### config.mk
export PLATFORM = sky130hd
export DESIGN_NAME = usart_tx_ctrl
export DESIGN_NICKNAME = d
export VERILOG_FILES = /design/src/rtl/usart_tx_ctrl.sv
export SDC_FILE = /design/constraint.sdc
export NUM_CORES = 1
export LEC_CHECK = 0
export ABC_AREA = 1
export ABC_CLOCK_PERIOD_IN_PS = 1700
export CORE_MARGIN = 4
export CORE_UTILIZATION = 40
export CTS_CLUSTER_DIAMETER = 80
export DETAILED_ROUTE_END_ITERATION = 16
export DONT_BUFFER_PORTS = 1
export PLACE_DENSITY = 0.52
export SETUP_SLACK_MARGIN = 0.02
export SLEW_MARGIN = 40
export SYNTH_ARGS = -nofsm -noshare
export SYNTH_HDL_FRONTEND = slang
export SYNTH_SLANG_ARGS = --single-unit
### constraint.sdc
create_clock -name CLK -period 1.7 [get_ports CLK]
set_clock_uncertainty 0.2 [all_clocks]
set_input_delay 0.255 -clock CLK [delete_from_list [all_inputs] [get_ports CLK]]
set_output_delay 0.255 -clock CLK [all_outputs]
set_load 0.05 [all_outputs]
### src/rtl/usart_tx_ctrl.sv
// ----------------------------------------------------------------------------
// usart_tx_ctrl
//
// Transmit controller for the USART Tx path. Arbitrates between two byte
// requesters with a request/acknowledge handshake and serialises the granted
// byte as an 8N1 frame (start 0, D0..D7 LSB first, stop 1). Baud timing and
// start/data/stop sequencing are owned here. All outputs are registered.
//
// Ports:
//   CLK        in   system clock, rising edge
//   CLR_N      in   asynchronous active-low reset
//   REQ0/REQ1  in   byte request levels from requesters 0/1
//   DATA0/1    in   request bytes, stable while the matching REQ is high
//   ACK0/ACK1  out  one-cycle pulse: matching DATA captured
//   SERIAL_OUT out  serial line, idle high
//   BUSY       out  high whenever a frame is in flight (state != IDLE)
//   GRANT      out  index of the requester most recently captured
// ----------------------------------------------------------------------------
module usart_tx_ctrl #(
    parameter int unsigned CLKS_PER_BIT = 434
) (
    input  logic       CLK,
    input  logic       CLR_N,
    input  logic       REQ0,
    input  logic [7:0] DATA0,
    output logic       ACK0,
    input  logic       REQ1,
    input  logic [7:0] DATA1,
    output logic       ACK1,
    output logic       SERIAL_OUT,
    output logic       BUSY,
    output logic       GRANT
);

    localparam int unsigned BaudW = (CLKS_PER_BIT > 1) ? $clog2(CLKS_PER_BIT) : 1;
    localparam logic [BaudW-1:0] BaudLast = BaudW'(CLKS_PER_BIT - 1);

    typedef enum logic [1:0] {
        StIdle,
        StStart,
        StData,
        StStop
    } state_e;

    state_e           r_state;
    logic [BaudW-1:0] r_baud;
    logic [2:0]       r_bit_idx;
    logic [7:0]       r_shift;
    logic             r_rr;      // requester favoured on the next conflict
    logic             r_grant;
    logic             r_ser;
    logic             r_ack0;
    logic             r_ack1;
    logic             r_busy;

    logic             w_req_any;
    logic             w_sel;
    logic             w_baud_last;

    assign w_req_any   = REQ0 | REQ1;
    // Conflict goes to the round-robin pointer; otherwise the lone requester wins.
    assign w_sel       = (REQ0 & REQ1) ? r_rr : REQ1;
    assign w_baud_last = (r_baud == BaudLast);

    always_ff @(posedge CLK or negedge CLR_N) begin
        if (!CLR_N) begin
            r_state   <= StIdle;
            r_baud    <= '0;
            r_bit_idx <= '0;
            r_shift   <= '0;
            r_rr      <= 1'b0;
            r_grant   <= 1'b0;
            r_ser     <= 1'b1;
            r_ack0    <= 1'b0;
            r_ack1    <= 1'b0;
            r_busy    <= 1'b0;
        end else begin
            r_ack0 <= 1'b0;
            r_ack1 <= 1'b0;
            case (r_state)
                StIdle: begin
                    r_baud    <= '0;
                    r_bit_idx <= '0;
                    if (w_req_any) begin
                        r_shift <= w_sel ? DATA1 : DATA0;
                        r_ack0  <= ~w_sel;
                        r_ack1  <= w_sel;
                        r_grant <= w_sel;
                        r_rr    <= ~w_sel;
                        r_ser   <= 1'b0;
                        r_busy  <= 1'b1;
                        r_state <= StStart;
                    end
                end
                StStart: begin
                    if (w_baud_last) begin
                        r_baud    <= '0;
                        r_bit_idx <= '0;
                        r_ser     <= r_shift[0];
                        r_state   <= StData;
                    end else begin
                        r_baud <= r_baud + BaudW'(1);
                    end
                end
                StData: begin
                    if (w_baud_last) begin
                        r_baud <= '0;
                        if (r_bit_idx == 3'd7) begin
                            r_ser   <= 1'b1;
                            r_state <= StStop;
                        end else begin
                            r_bit_idx <= r_bit_idx + 3'd1;
                            r_ser     <= r_shift[r_bit_idx + 3'd1];
                        end
                    end else begin
                        r_baud <= r_baud + BaudW'(1);
                    end
                end
                StStop: begin
                    if (w_baud_last) begin
                        r_baud  <= '0;
                        r_busy  <= 1'b0;
                        r_state <= StIdle;
                    end else begin
                        r_baud <= r_baud + BaudW'(1);
                    end
                end
                default: begin
                    r_ser   <= 1'b1;
                    r_busy  <= 1'b0;
                    r_state <= StIdle;
                end
            endcase
        end
    end

    assign ACK0       = r_ack0;
    assign ACK1       = r_ack1;
    assign SERIAL_OUT = r_ser;
    assign BUSY       = r_busy;
    assign GRANT      = r_grant;

endmodule

# --- After elaboration in Yosys (flattened, before gate mapping) ---
# Cells that the tools add are included.
classes:
  add_sub_neg: 2
  order_cmp: 1
  eq_ne: 11
  n_mux: 28
  bitwise: 3
  reduce_logical: 9
op_table:
  columns: ["op", "n"]
  rows:
  - ["one-hot mux 9 bit (2 select lines)", 1]
  - ["two-way mux 1 bit", 12]
  - ["inequality test 2 bit (second input constant)", 6]
  - ["two-way mux 2 bit", 5]
  - ["adder 9 x 1 -> 9 bit (second input constant)", 1]
  - ["== test 9 bit (second input constant)", 1]
  - ["two-way mux 3 bit", 3]
  - ["two-way mux 9 bit", 1]
  - ["one-hot mux 3 bit (3 select lines)", 1]
  - ["two-way mux 8 bit", 1]
  - ["one-hot mux 2 bit (4 select lines)", 1]
  - ["AND reduction 4 bit", 2]
  - ["AND reduction 5 bit", 1]
  - ["== test 2 bit (second input constant)", 2]
  - ["less-than comparator 3 x 4 -> 1 bit (second input constant)", 1]
  - ["adder 3 x 1 -> 3 bit (second input constant)", 1]
  - ["binary-select mux 1 bit (select 3 bit)", 1]
  - ["== test 3 bit (second input constant)", 1]
  - ["one-hot mux 1 bit (3 select lines)", 1]
  - ["AND reduction 3 bit", 1]
  - ["nonzero test 3 bit", 1]
  - ["OR reduction 3 bit", 1]
  - ["== test 2 x 1 -> 1 bit (second input constant)", 1]
  - ["logical NOT 2 bit", 1]
  - ["other kinds (6)", 6]
word_totals:
  reg_bits: 28
  word_cells: 64

# --- Logic depth before layout (Yosys ltp) ---
# Gate-level depths: netlist of run 1.
logic_depth:
  ltp_word: 6
  ltp_mapped: 10
  ltp_nobuf: 10

# --- Worst setup path before layout of run 1 ---
# Ideal clock, no wire load.
synth_path:
  path_type: "register to register"
  start: "register r_state[0]"
  end: "register r_bit_idx[0]"
  setup_time_ns: 0.124
  t_arrival_ns: 1.248
  required_time_ns: 1.376
  setup_slack_ns: 0.128
  path_stages_with_launch: 9
  n_path_buf: 0
  path_cell_list: "dfrtp_1 > inv_1 > ha_1 > inv_1 > nand2_1 > nand2_4 > o211ai_4 > nand2_1 > o21ai_1"
synth_via:
  elab_chain_len: 3
  word_cells_on_any_way: 9
  cone_classes: "eq/ne (5); mux (1); reduce/logical (3)"
synth_lines:
  columns: ["element", "line_no", "rtl"]
  rows:
  - ["from (decl)", "45", "state_e r_state;"]
  - ["from (signal assigned)", "67", "r_state <= StIdle;"]
  - ["from (signal assigned)", "92", "r_state <= StStart;"]
  - ["from (signal assigned)", "100", "r_state <= StData;"]
  - ["== test 2 bit (tied with other cells)", "80", "case (r_state)"]
  - ["inequality test 2 bit (no source line) / nonzero test 3 bit (equally long branches)", null, null]
  - ["AND reduction 4 bit (no source line)", null, null]
  - ["to (signal assigned)", "112", "r_bit_idx <= r_bit_idx + 3'd1;"]
  - ["to (decl)", "47", "logic [2:0] r_bit_idx;"]
# Several ways; a longest one is shown, not always the timed one.
# A chain may end at the register's enable or synchronous reset.

# --- Worst setup path in the final report of run 1 ---
layout_path:
  start: "register r_baud[1]"
  end: "register r_busy, in the netlist BUSY"
layout_via:
  elab_chain_len: 3
layout_lines:
  columns: ["element", "line_no", "rtl"]
  rows:
  - ["from (decl)", "46", "logic [BaudW-1:0] r_baud;"]
  - ["from (signal assigned)", "102", "r_baud <= r_baud + BaudW'(1);"]
  - ["from (signal assigned)", "116", "r_baud <= r_baud + BaudW'(1);"]
  - ["from (signal assigned)", "125", "r_baud <= r_baud + BaudW'(1);"]
  - ["== test 9 bit", "63", "assign w_baud_last = (r_baud == BaudLast);"]
  - ["inequality test 2 bit (no source line)", null, null]
  - ["AND reduction 3 bit (no source line)", null, null]
  - ["to (signal assigned)", "76", "r_busy <= 1'b0;"]
  - ["to (signal assigned)", "91", "r_busy <= 1'b1;"]
  - ["to (signal assigned)", "122", "r_busy <= 1'b0;"]
  - ["to (decl)", "54", "logic r_busy;"]
# Every way passes these cells.

==> metrics.yaml, run 1 <==
critical_path:
  cp-startpoint: "r_baud[1]"
  reg2reg_to: "BUSY"
  r2r-start: "r_baud[1]"
  crit_path_end_kind: "flop"
  worstPathArrival_ps: 1610
  critical_path_class: "reg2reg"
  reg2reg_depth: 9
  start_kind: "flop"
  endpoint: "BUSY"
  rrSetupSlack_ps: 70
  max_stage_delay_ps: 450
  worstPathCellList: "inv_1 -> ha_2 -> nand2_2 -> nor2_4 -> nand2_4 -> a21boi_4 -> o21ai_1 -> nand2_1 -> nand2_1"
  cpMostUsedCell: "nand2_1"
  cp_max_fo: 4
  cpMaxStageDelayCell: "dfrtp_1"
  required_ps: 1670
run:
  cap_violations: 0
clock_network:
  clock-sinks: 28
  ctsLongestPathBuffers: 2
  clk_pin_slew_ps: 100
  cts-root-buf: "clkbuf_8"
  clk_latency_ps: 270
  h-tree-depth: 1
  cts_tree: "yes"
  numCtsBuffers: 3
yosys:
  syn-num-nets: 213
  avgSynthCellArea_um2: 8.49
  netlist_instances: 184
  netlist_area_mm2: 0.00156
  yosys_warnings: 0
  ys_ff_latch: 28
  ys_seq_area_frac: 0.450
  synth_cell_types: 28
die:
  die-area_mm2: 0.00497
  die_h_um: 70.5
  rows: 22
  initial_core_util: 0.420
  core_area_mm2: 0.00372
  design.portCount: 25
  die_x_um: 70.5
timing:
  slew_viol_final: 0
  relSlewSlack: 0.680
  fin_crit_sh: 0.960
  tightestPinTransition_ps: 481
  max_freq_mhz: 612
  period_minus_slack_ps: 1630
  hold_viol_final: 0
  finalSetupViolCount: 0
  fin_ws_ps: 67.2
  finalSetupTns_ps: 0
  rsz0062_at_grt: "yes"
detailed_routing:
  drcViolationCount: 0
  firstDrtPassIters: 4
  drt-total-wl_mm: 3.16
  first_iter_violations: 29
  routed_via_density: 4.85
  vias: 1237
  routedWlPerCell_um: 12.4
  antenna_left: 0
run_status:
  status: "finished, final reports clean"
placed_design:
  post-place-ws_ps: 17.4
  routabilityCongestion: 0.791
  hpwl_mm: 2.37
  place_area_mm2: 0.00166
  port_buffers: 0
layout:
  final_common_cell: "nand2_1"
  fillers: 350
  diodes: 0
  design_area_mm2: 0.00192
  area_growth_pct: 22.9
  seqCellArea_um2: 702
  layout.nets: 237
  layout_common_cells: "nand2_1, dfrtp_1, inv_1, nor2_1, dlygate4sd3_1"
  drive_above_1_share: 0.184
  multiInputGateArea_um2: 783
grt:
  grt_pass1_vias: 1230
  globalRouteOverflowTotal: 0
  antenna_found_initial: 0
  grt_pass1_wl_mm: 5.42
  grtUsageTotal: 0.135
  grt_max_degree: 29
worst_hold_path:
  hp-class: "in2reg"
power:
  ir_worst_vdd_uv: 741
  power_mw: 3.09
  p_leak_nw: 0.919
  power_density_mw_per_mm2: 1610
==> area by class of cell <==
cell class,instances,share of cell area
tap,48,0.0313
clock buffer,4,0.0287
sequential,28,0.366
inverter,29,0.0567
timing repair buffer,20,0.110
multi-input combinational,126,0.408
==> cell families after synthesis <==
logic type / after synthesis / share of synthesized area
compound gates: 27 / 0.119
buf+inv: 30 / 0.0729
xor+xnor: 2 / 0.0112
fa+ha+maj: 9 / 0.0721
simple gates: 88 / 0.275
flops: 28 / 0.450
==> cells in the mapped netlist <==
| cell | count | area [um2] |
|---|---|---|
| nand2_1 | 40 | 150 |
| inv_1 | 28 | 105 |
| dfrtp_1 | 27 | 676 |
| nor2_1 | 19 | 71.3 |
| ha_1 | 9 | 113 |
| nand3_1 | 8 | 40.0 |
| o21ai_0 | 8 | 40.0 |
| o22ai_1 | 8 | 50.1 |
| nor2_2 | 5 | 31.3 |
| o21ai_1 | 4 | 20.0 |
| nand2_2 | 3 | 18.8 |
| nand2_4 | 3 | 33.8 |
| nand3_2 | 3 | 30.0 |
| nand4_1 | 3 | 18.8 |
| a21oi_1 | 2 | 10.0 |
| nor2_4 | 2 | 22.5 |
| a21boi_2 | 1 | 11.3 |
| a21boi_4 | 1 | 18.8 |
| buf_2 | 1 | 5.00 |
| dfstp_2 | 1 | 26.3 |
| inv_2 | 1 | 3.75 |
| nor3_1 | 1 | 5.00 |
| nor3b_1 | 1 | 7.51 |
| o211ai_1 | 1 | 7.51 |
| o211ai_4 | 1 | 21.3 |
| o21bai_1 | 1 | 7.51 |
| xnor2_1 | 1 | 8.76 |
| xor2_1 | 1 | 8.76 |
==> power breakdown <==
group          internal [mW]  switching (mW)
logic                  0.608           0.854
clock network          0.208           0.209
registers              0.904           0.309
total                   1.72            1.37
==> routing by layer <==
layer | track usage | part of all wire | vias up | wire [um]
li1 | - | - | 636 | -
met1 | 0.165 | 0.45 | 574 | 1430
met2 | 0.239 | 0.51 | 23 | 1600
met3 | 0.0230 | 0.030 | 4 | 96
met4 | 0.0383 | 0.012 | 0 | 37
met5 | 0 | 0 | - | 0
==> flip-flops by register name, summed over array words and instances (netlist names) <==
register,cells
r_state,2
ACK0,1
SERIAL_OUT,1
BUSY,1
r_bit_idx,3
GRANT,1
r_baud,9
ACK1,1
r_shift,8
r_rr,1
==> worst min-delay path by stage <==
| stage | start | end | slack (ps) | cells past startpoint |
|---|---|---|---|---|
| after global routing | DATA0[6] | r_shift[6] | 20 | 2 |
| after detailed placement | CLR_N | r_state[1] | -240 | 0 |
| after global placement | CLR_N | ACK1 | -240 | 0 |
| after CTS | DATA0[7] | r_shift[7] | 3 | 2 |
| final | DATA0[7] | r_shift[7] | 10 | 2 |
| after floorplan | CLR_N | ACK0 | -240 | 0 |
==> worst max-delay path, delay by kind of cell (launching register included) <==
family	cells	cell delay, ps
buffers and inverters	1	80
AOI/OAI and AO/OA	2	270
adders and majority gates	1	170
DFF	1	450
and+or+nand+nor	5	380
==> per-stage QoR <==
step	instances	hold WS [ps]	util
2_1_floorplan	184	-241	-
3_3_place_gp	235	-240	0.446
3_5_place_dp	235	-240	0.446
4_1_cts	254	2.81	0.505
5_1_grt	255	20.0	0.516
6_report	255	11.8	0.516
==> what timing repair did <==
| item | CTS | global route |
|---|---|---|
| hold buffers | 15 | 0 |
| hold endpoints to repair | 36 | 0 |
| gates resized for setup | 1 | 9 |
| pin swaps | 1 | 4 |
| endpoints found under the setup margin | 3 | 17 |
| buffers inserted | 0 | 1 |
No activity file was read; power rests on OpenSTA's default activity.
==> inputs of run 2 (changes only) <==
--- a/config.mk
+++ b/config.mk
@@ -6,7 +6,7 @@
 export NUM_CORES = 1
 export LEC_CHECK = 0
 export ABC_AREA = 1
-export ABC_CLOCK_PERIOD_IN_PS = 1700
+export ABC_CLOCK_PERIOD_IN_PS = 1300
 export CORE_MARGIN = 4
 export CORE_UTILIZATION = 40
 export CTS_CLUSTER_DIAMETER = 80
==> constraint.sdc (replaced) <==
create_clock -name CLK -period 1.3 [get_ports CLK]
set_clock_uncertainty 0.2 [all_clocks]
set_input_delay 0.195 -clock CLK [delete_from_list [all_inputs] [get_ports CLK]]
set_output_delay 0.195 -clock CLK [all_outputs]
set_load 0.05 [all_outputs]
==> run 2 against run 1 <==
Effect of this change: the flow now finishes with violations (negative setup slack); cell area rose by 20%; sequential power up 25%; highest routed layer unchanged; total power is 56% higher; largest cell class unchanged; wire length up 13%; global-route usage is 2.4 points higher; combinational power increased by 89%; clock-buffer cell count unchanged; critical path depth is the same.
==> metrics.yaml, run 2 (synthesized netlist as in run 1, its figures left out) <==
critical_path:
  cpLargestDelayFamily: "flip-flops"
  rrSetupSlack_ps: -260  # -330 ps
  start_kind: "flop"
  worstPathArrival_ps: 1540  # -70 ps
  endpoint: "BUSY"
  max_stage_delay_ps: 390  # -60 ps
  r2r-start: "r_baud[1]"
  critical_path_class: "reg2reg"
  reg2reg_depth: 9  # unchanged
  crit_path_end_kind: "flop"
  crit_buf_inv: 1  # unchanged
  cp-startpoint: "r_baud[1]"
  required_ps: 1280  # -390 ps
  cpMaxStageDelayCell: "dfrtp_1"
  reg2reg_to: "BUSY"
  critical_path_cell_count: 9  # unchanged
  cpMostUsedCell: "nand2_1"
  cp_max_fo: 4  # unchanged
  worstPathCellList: "inv_1 -> ha_2 -> nand2_2 -> nor2_4 -> nand2_4 -> a21boi_4 -> o21ai_1 -> nand2_1 -> nand2_1"
grt:
  grt_pass1_wl_mm: 6.33  # +17%
  grtUsageMet2: 0.282  # +0.0426
  globalRouteOverflowTotal: 0  # unchanged
  antenna_found_initial: 0  # unchanged
  gr-usage-met1: 0.193  # +0.0275
  grt_pass1_vias: 1457  # +18%
  grt_util_met3: 0.0245  # +0.00144
  grtUsageTotal: 0.158  # +0.0235
  grt_busiest_layer: "met2"
  grt_max_degree: 29  # unchanged
timing:
  slew_viol_final: 0  # unchanged
  max_freq_mhz: 640  # +4.4%
  period_minus_slack_ps: 1560  # -69.4 ps
  relSlewSlack: 0.690  # +0.0101
  finalSetupViolCount: 29  # +29
  tightestPinTransition_ps: 466  # -14.8 ps
  hold_viol_final: 0  # unchanged
  rsz0062_at_grt: "yes"
  holdWs_ps: 44.0  # +32.1 ps
  fin_ws_ps: -263  # -331 ps
  fin_crit_sh: 1.20  # +0.242
worst_hold_path:
  hp-class: "in2reg"
run:
  cap_violations: 0  # unchanged
placed_design:
  routabilityCongestion: 0.798  # +0.94%
  place_inst: 260  # +11%
  post-place-ws_ps: -308  # -325 ps
  place_area_mm2: 0.00190  # +14%
  hpwl_mm: 2.66  # +12%
  port_buffers: 0  # unchanged
clock_network:
  h-tree-depth: 1  # unchanged
  ctsLongestPathBuffers: 2  # unchanged
  numCtsBuffers: 3  # unchanged
  cts-root-buf: "clkbuf_8"
  clk_latency_ps: 280  # about the same
  clk_pin_slew_ps: 100  # about the same
  cts_tree: "yes"
  clock-sinks: 28  # unchanged
detailed_routing:
  first_iter_violations: 42  # +45%
  routedWlPerCell_um: 12.4  # -0.24%
  antenna_left: 0  # unchanged
  routed_via_density: 4.84  # -0.14%
  drt-total-wl_mm: 3.58  # +13%
  firstDrtPassIters: 4  # unchanged
  drcViolationCount: 0  # unchanged
  vias: 1400  # +13%
power:
  power_density_mw_per_mm2: 2090  # +30%
  p_leak_nw: 1.09  # +19%
  ir_worst_vdd_uv: 879  # +19%
die:
  die_x_um: 70.5  # unchanged
  rows: 22  # unchanged
  design.portCount: 25  # unchanged
  die_h_um: 70.5  # unchanged
  core_area_mm2: 0.00372  # unchanged
  initial_core_util: 0.420  # unchanged
  die-area_mm2: 0.00497  # unchanged
layout:
  layout_common_cells: "nand2_1, buf_4, dfrtp_1, inv_1, dlygate4sd3_1"
  largest_reg_flops: 9  # unchanged
  biggestRegsByFlops: "r_baud: 9 flops, r_shift: 8 flops, r_bit_idx: 3 flops"
  instances_no_fill: 289  # +13%
  design_area_mm2: 0.00231  # +20%
  diodes: 0  # unchanged
  largest-register: "r_baud"
  area_growth_pct: 47.7
  fillers: 322  # -8.0%
  final_common_cell: "nand2_1"
  layout.nets: 271  # +14%
  drive_above_1_share: 0.361  # +0.177
run_status:
  violations: "negative setup slack"
  status: "complete, but fails checks"
run 2: cell count changes in the layout (fill, tap and decap cells not counted), sizes merged:
cell         previous run  this run
buf                     6        37
dlygate4sd3            14        17
run 2: layer usage:
metal | vias up | wire length, um
li1 | 704 | -
met3 | 7 | 95
met5 | - | 0
met2 | 24 | 1770
met4 | 0 | 57
met1 | 665 | 1650
run 2: stage by stage:
step	total power, mW	util	setup TNS [ps]
after floorplan	3.00	-	-1990
final	4.82	0.621	-5160
after global routing	5.20	0.621	-7460
after global placement	3.77	0.510	-4470
after CTS	4.78	0.611	-5300
after detailed placement	3.83	0.510	-5170
run 2: tightest hold or removal path, cell delays in order:
cell and delay [ps]:
nand2_2 50, buf_4 170, o21ai_1 70
run 2: what timing repair did:
action                     4_1_cts  5_1_grt
buffers inserted                 5        2
resized for setup               32        5
setup endpoints to repair       30       30
hold endpoints to repair        36        0
hold buffers                    18        0
pin swaps                       12        9
run 2: final cells by class:
class / instances / area (um2) / share of cell area
flip-flops and latches: 28 / 707 / 0.307
clock buffers: 4 / 55.1 / 0.0239
multi-input cells: 126 / 861 / 0.373
well taps: 48 / 60.1 / 0.0260
inverters: 29 / 111 / 0.0483
repair buffers: 54 / 512 / 0.222
run 2: worst min path at each step:
stage                     start          to  depth (start not counted)
after floorplan           CLR_N        ACK0                          0
after global placement    CLR_N        ACK1                          0
after detailed placement  CLR_N  r_state[1]                          0
after CTS                  REQ1       GRANT                          3
after global routing       REQ1       GRANT                          3
final                      REQ1       GRANT                          3
run 2: power breakdown:
part / internal (mW) / switching, mW
Combinational: 1.33 / 1.44
Sequential: 1.20 / 0.308
Clock: 0.272 / 0.278
==> inputs of run 3 (changes only) <==
--- a/config.mk
+++ b/config.mk
@@ -6,7 +6,6 @@
 export NUM_CORES = 1
 export LEC_CHECK = 0
 export ABC_AREA = 1
-export ABC_CLOCK_PERIOD_IN_PS = 1300
 export CORE_MARGIN = 4
 export CORE_UTILIZATION = 40
 export CTS_CLUSTER_DIAMETER = 80
@@ -18,3 +17,4 @@
 export SYNTH_ARGS = -nofsm -noshare
 export SYNTH_HDL_FRONTEND = slang
 export SYNTH_SLANG_ARGS = --single-unit
+export TNS_END_PERCENT = 50
==> run 3 against run 2 <==
Effect of this change: the flow still finishes with violations (negative setup slack); largest cell class unchanged; critical path depth did not move; non-clock buffer count rose by 1; sequential power fell by 3%; die area did not move; via count fell by 0.79%; sequential share of layout area fell by 0.89 points; register-to-register slack barely moved; utilization rose by 1.5 points.
==> metrics.yaml, run 3 (synthesized netlist as in run 1, its figures left out) <==
grt:
  antenna_found_initial: 0  # unchanged
  globalRouteOverflowTotal: 0  # unchanged
  grtUsageTotal: 0.167  # +0.00831
  grt_max_degree: 29  # unchanged
  grt_pass1_vias: 1472  # +1.0%
  grt_pass1_wl_mm: 6.62  # +4.7%
timing:
  max_freq_mhz: 643  # +0.52%
  holdWs_ps: 51.0  # +7.07 ps
  rsz0062_at_grt: "yes"
  hold_viol_final: 0  # unchanged
  period_minus_slack_ps: 1560  # -8.14 ps
  finalSetupTns_ps: -4920  # +241 ps
  fin_ws_ps: -255  # +8.14 ps
  slew_viol_final: 0  # unchanged
  finalSetupViolCount: 29  # unchanged
  tightestPinTransition_ps: 547  # +81.0 ps
  relSlewSlack: 0.635  # -0.0546
  fin_crit_sh: 1.20  # -0.00626
die:
  die-area_mm2: 0.00497  # unchanged
  design.portCount: 25  # unchanged
  die_h_um: 70.5  # unchanged
  rows: 22  # unchanged
  die_x_um: 70.5  # unchanged
  core_area_mm2: 0.00372  # unchanged
  initial_core_util: 0.420  # unchanged
layout:
  diodes: 0  # unchanged
  instances_no_fill: 290  # +0.35%
  final_common_cell: "nand2_1"
  layout.nets: 272  # +0.37%
  fillers: 330  # +2.5%
  biggestRegsByFlops: "r_baud: 9 flops, r_shift: 8 flops, r_bit_idx: 3 flops"
  largest-register: "r_baud"
  layout_common_cells: "nand2_1, buf_4, dfrtp_1, inv_1, dlygate4sd3_1"
  drive_above_1_share: 0.397  # +0.0357
  design_area_mm2: 0.00236  # +2.4%
  largest_reg_flops: 9  # unchanged
  area_growth_pct: 51.3
power:
  power_density_mw_per_mm2: 2140  # +2.2%
  p_leak_nw: 1.10  # +0.76%
  ir_worst_vdd_uv: 997  # +13%
clock_network:
  cts_tree: "yes"
  numCtsBuffers: 3  # unchanged
  cts-root-buf: "clkbuf_8"
  ctsLongestPathBuffers: 2  # unchanged
  clk_latency_ps: 270  # about the same
  clk_pin_slew_ps: 100  # about the same
  h-tree-depth: 1  # unchanged
  clock-sinks: 28  # unchanged
run_status:
  status: "complete, but fails checks"
  violations: "negative setup slack"
critical_path:
  worstPathArrival_ps: 1530  # about the same
  required_ps: 1270  # about the same
  critical_path_class: "reg2reg"
  rrSetupSlack_ps: -260  # about the same
  cp_max_fo: 4  # unchanged
  start_kind: "flop"
  crit_path_end_kind: "flop"
detailed_routing:
  firstDrtPassIters: 4  # unchanged
  drcViolationCount: 0  # unchanged
  drt-total-wl_mm: 3.73  # +4.2%
  first_iter_violations: 60  # +43%
  vias: 1389  # -0.79%
  routed_via_density: 4.79  # -1.1%
  routedWlPerCell_um: 12.8  # +3.8%
  antenna_left: 0  # unchanged
placed_design:
  place_area_mm2: 0.00185  # -2.5%
  port_buffers: 0  # unchanged
  routabilityCongestion: 0.843  # +5.6%
  place_inst: 256  # -1.5%
  hpwl_mm: 2.52  # -5.3%
  post-place-ws_ps: -273  # +35.1 ps
worst_hold_path:
  hp-class: "in2reg"
run:
  cap_violations: 0  # unchanged
==> run 3: changes by cell type in the layout (fill, tap and decap cells not counted), moves of 3 or more <==
cell,before,now
buf_6,7,3
nor2_1,13,16
o21ai_4,0,3
o21ai_1,11,5
o22ai_1,8,4
nor2_2,6,3
o22ai_2,0,4
buf_4,27,33
==> run 3: layer usage <==
layer	track usage	vias up	wire, um
li1	-	703	-
met1	0.216	668	1700
met2	0.291	16	1920
met3	0.0230	2	90
met4	0.0383	0	17
met5	0	-	0
==> run 3: area by class of cell <==
cell class / instances / area, um2 / area share
multi-input cells: 126 / 936 / 0.396
flip-flops and latches: 28 / 703 / 0.298
repair buffers: 55 / 492 / 0.208
inverters: 29 / 116 / 0.0493
well taps: 48 / 60.1 / 0.0254
clock buffers: 4 / 55.1 / 0.0233
==> run 3: power breakdown <==
group	internal, mW	switching (mW)	total (mW)
logic	1.45	1.58	3.03
clock network	0.271	0.277	0.548
registers	1.19	0.285	1.47
total	2.91	2.14	5.05
==> run 3: through the flow <==
step / power, mW / utilization
finish: 5.05 / 0.636
global placement: 3.67 / 0.498
detailed placement: 3.73 / 0.498
global route: 5.50 / 0.636
floorplan: 2.99 / -
CTS: 4.97 / 0.622
==> run 3: worst max-delay path: stages (launching register included) <==
cell      delay, ps
dfrtp_1         390
inv_1            60
ha_2            160
nand2_2          60
nor2_4           90
nand2_4          90
a21boi_4        170
nand3_2         110
nand2_1          70
nand2_1          50
==> run 3: worst paths after layout <==
kind,start,to,cells after the start
worst max-delay path,r_baud[1],r_state[1],9
worst min-delay path,REQ1,GRANT,3
worst max register to register,r_baud[1],r_state[1],9
worst min register to register,GRANT,GRANT,2
max in group asynchronous,CLR_N,SERIAL_OUT,2
min in group asynchronous,CLR_N,r_state[1],2
==> run 3: repair_timing <==
action	CTS	global route
gates resized for setup	26	23
pin swaps	12	17
cloned	1	0
endpoints found under the setup margin	30	31
hold buffers	18	0
buffers inserted	11	2
endpoints found under the hold margin	36	0
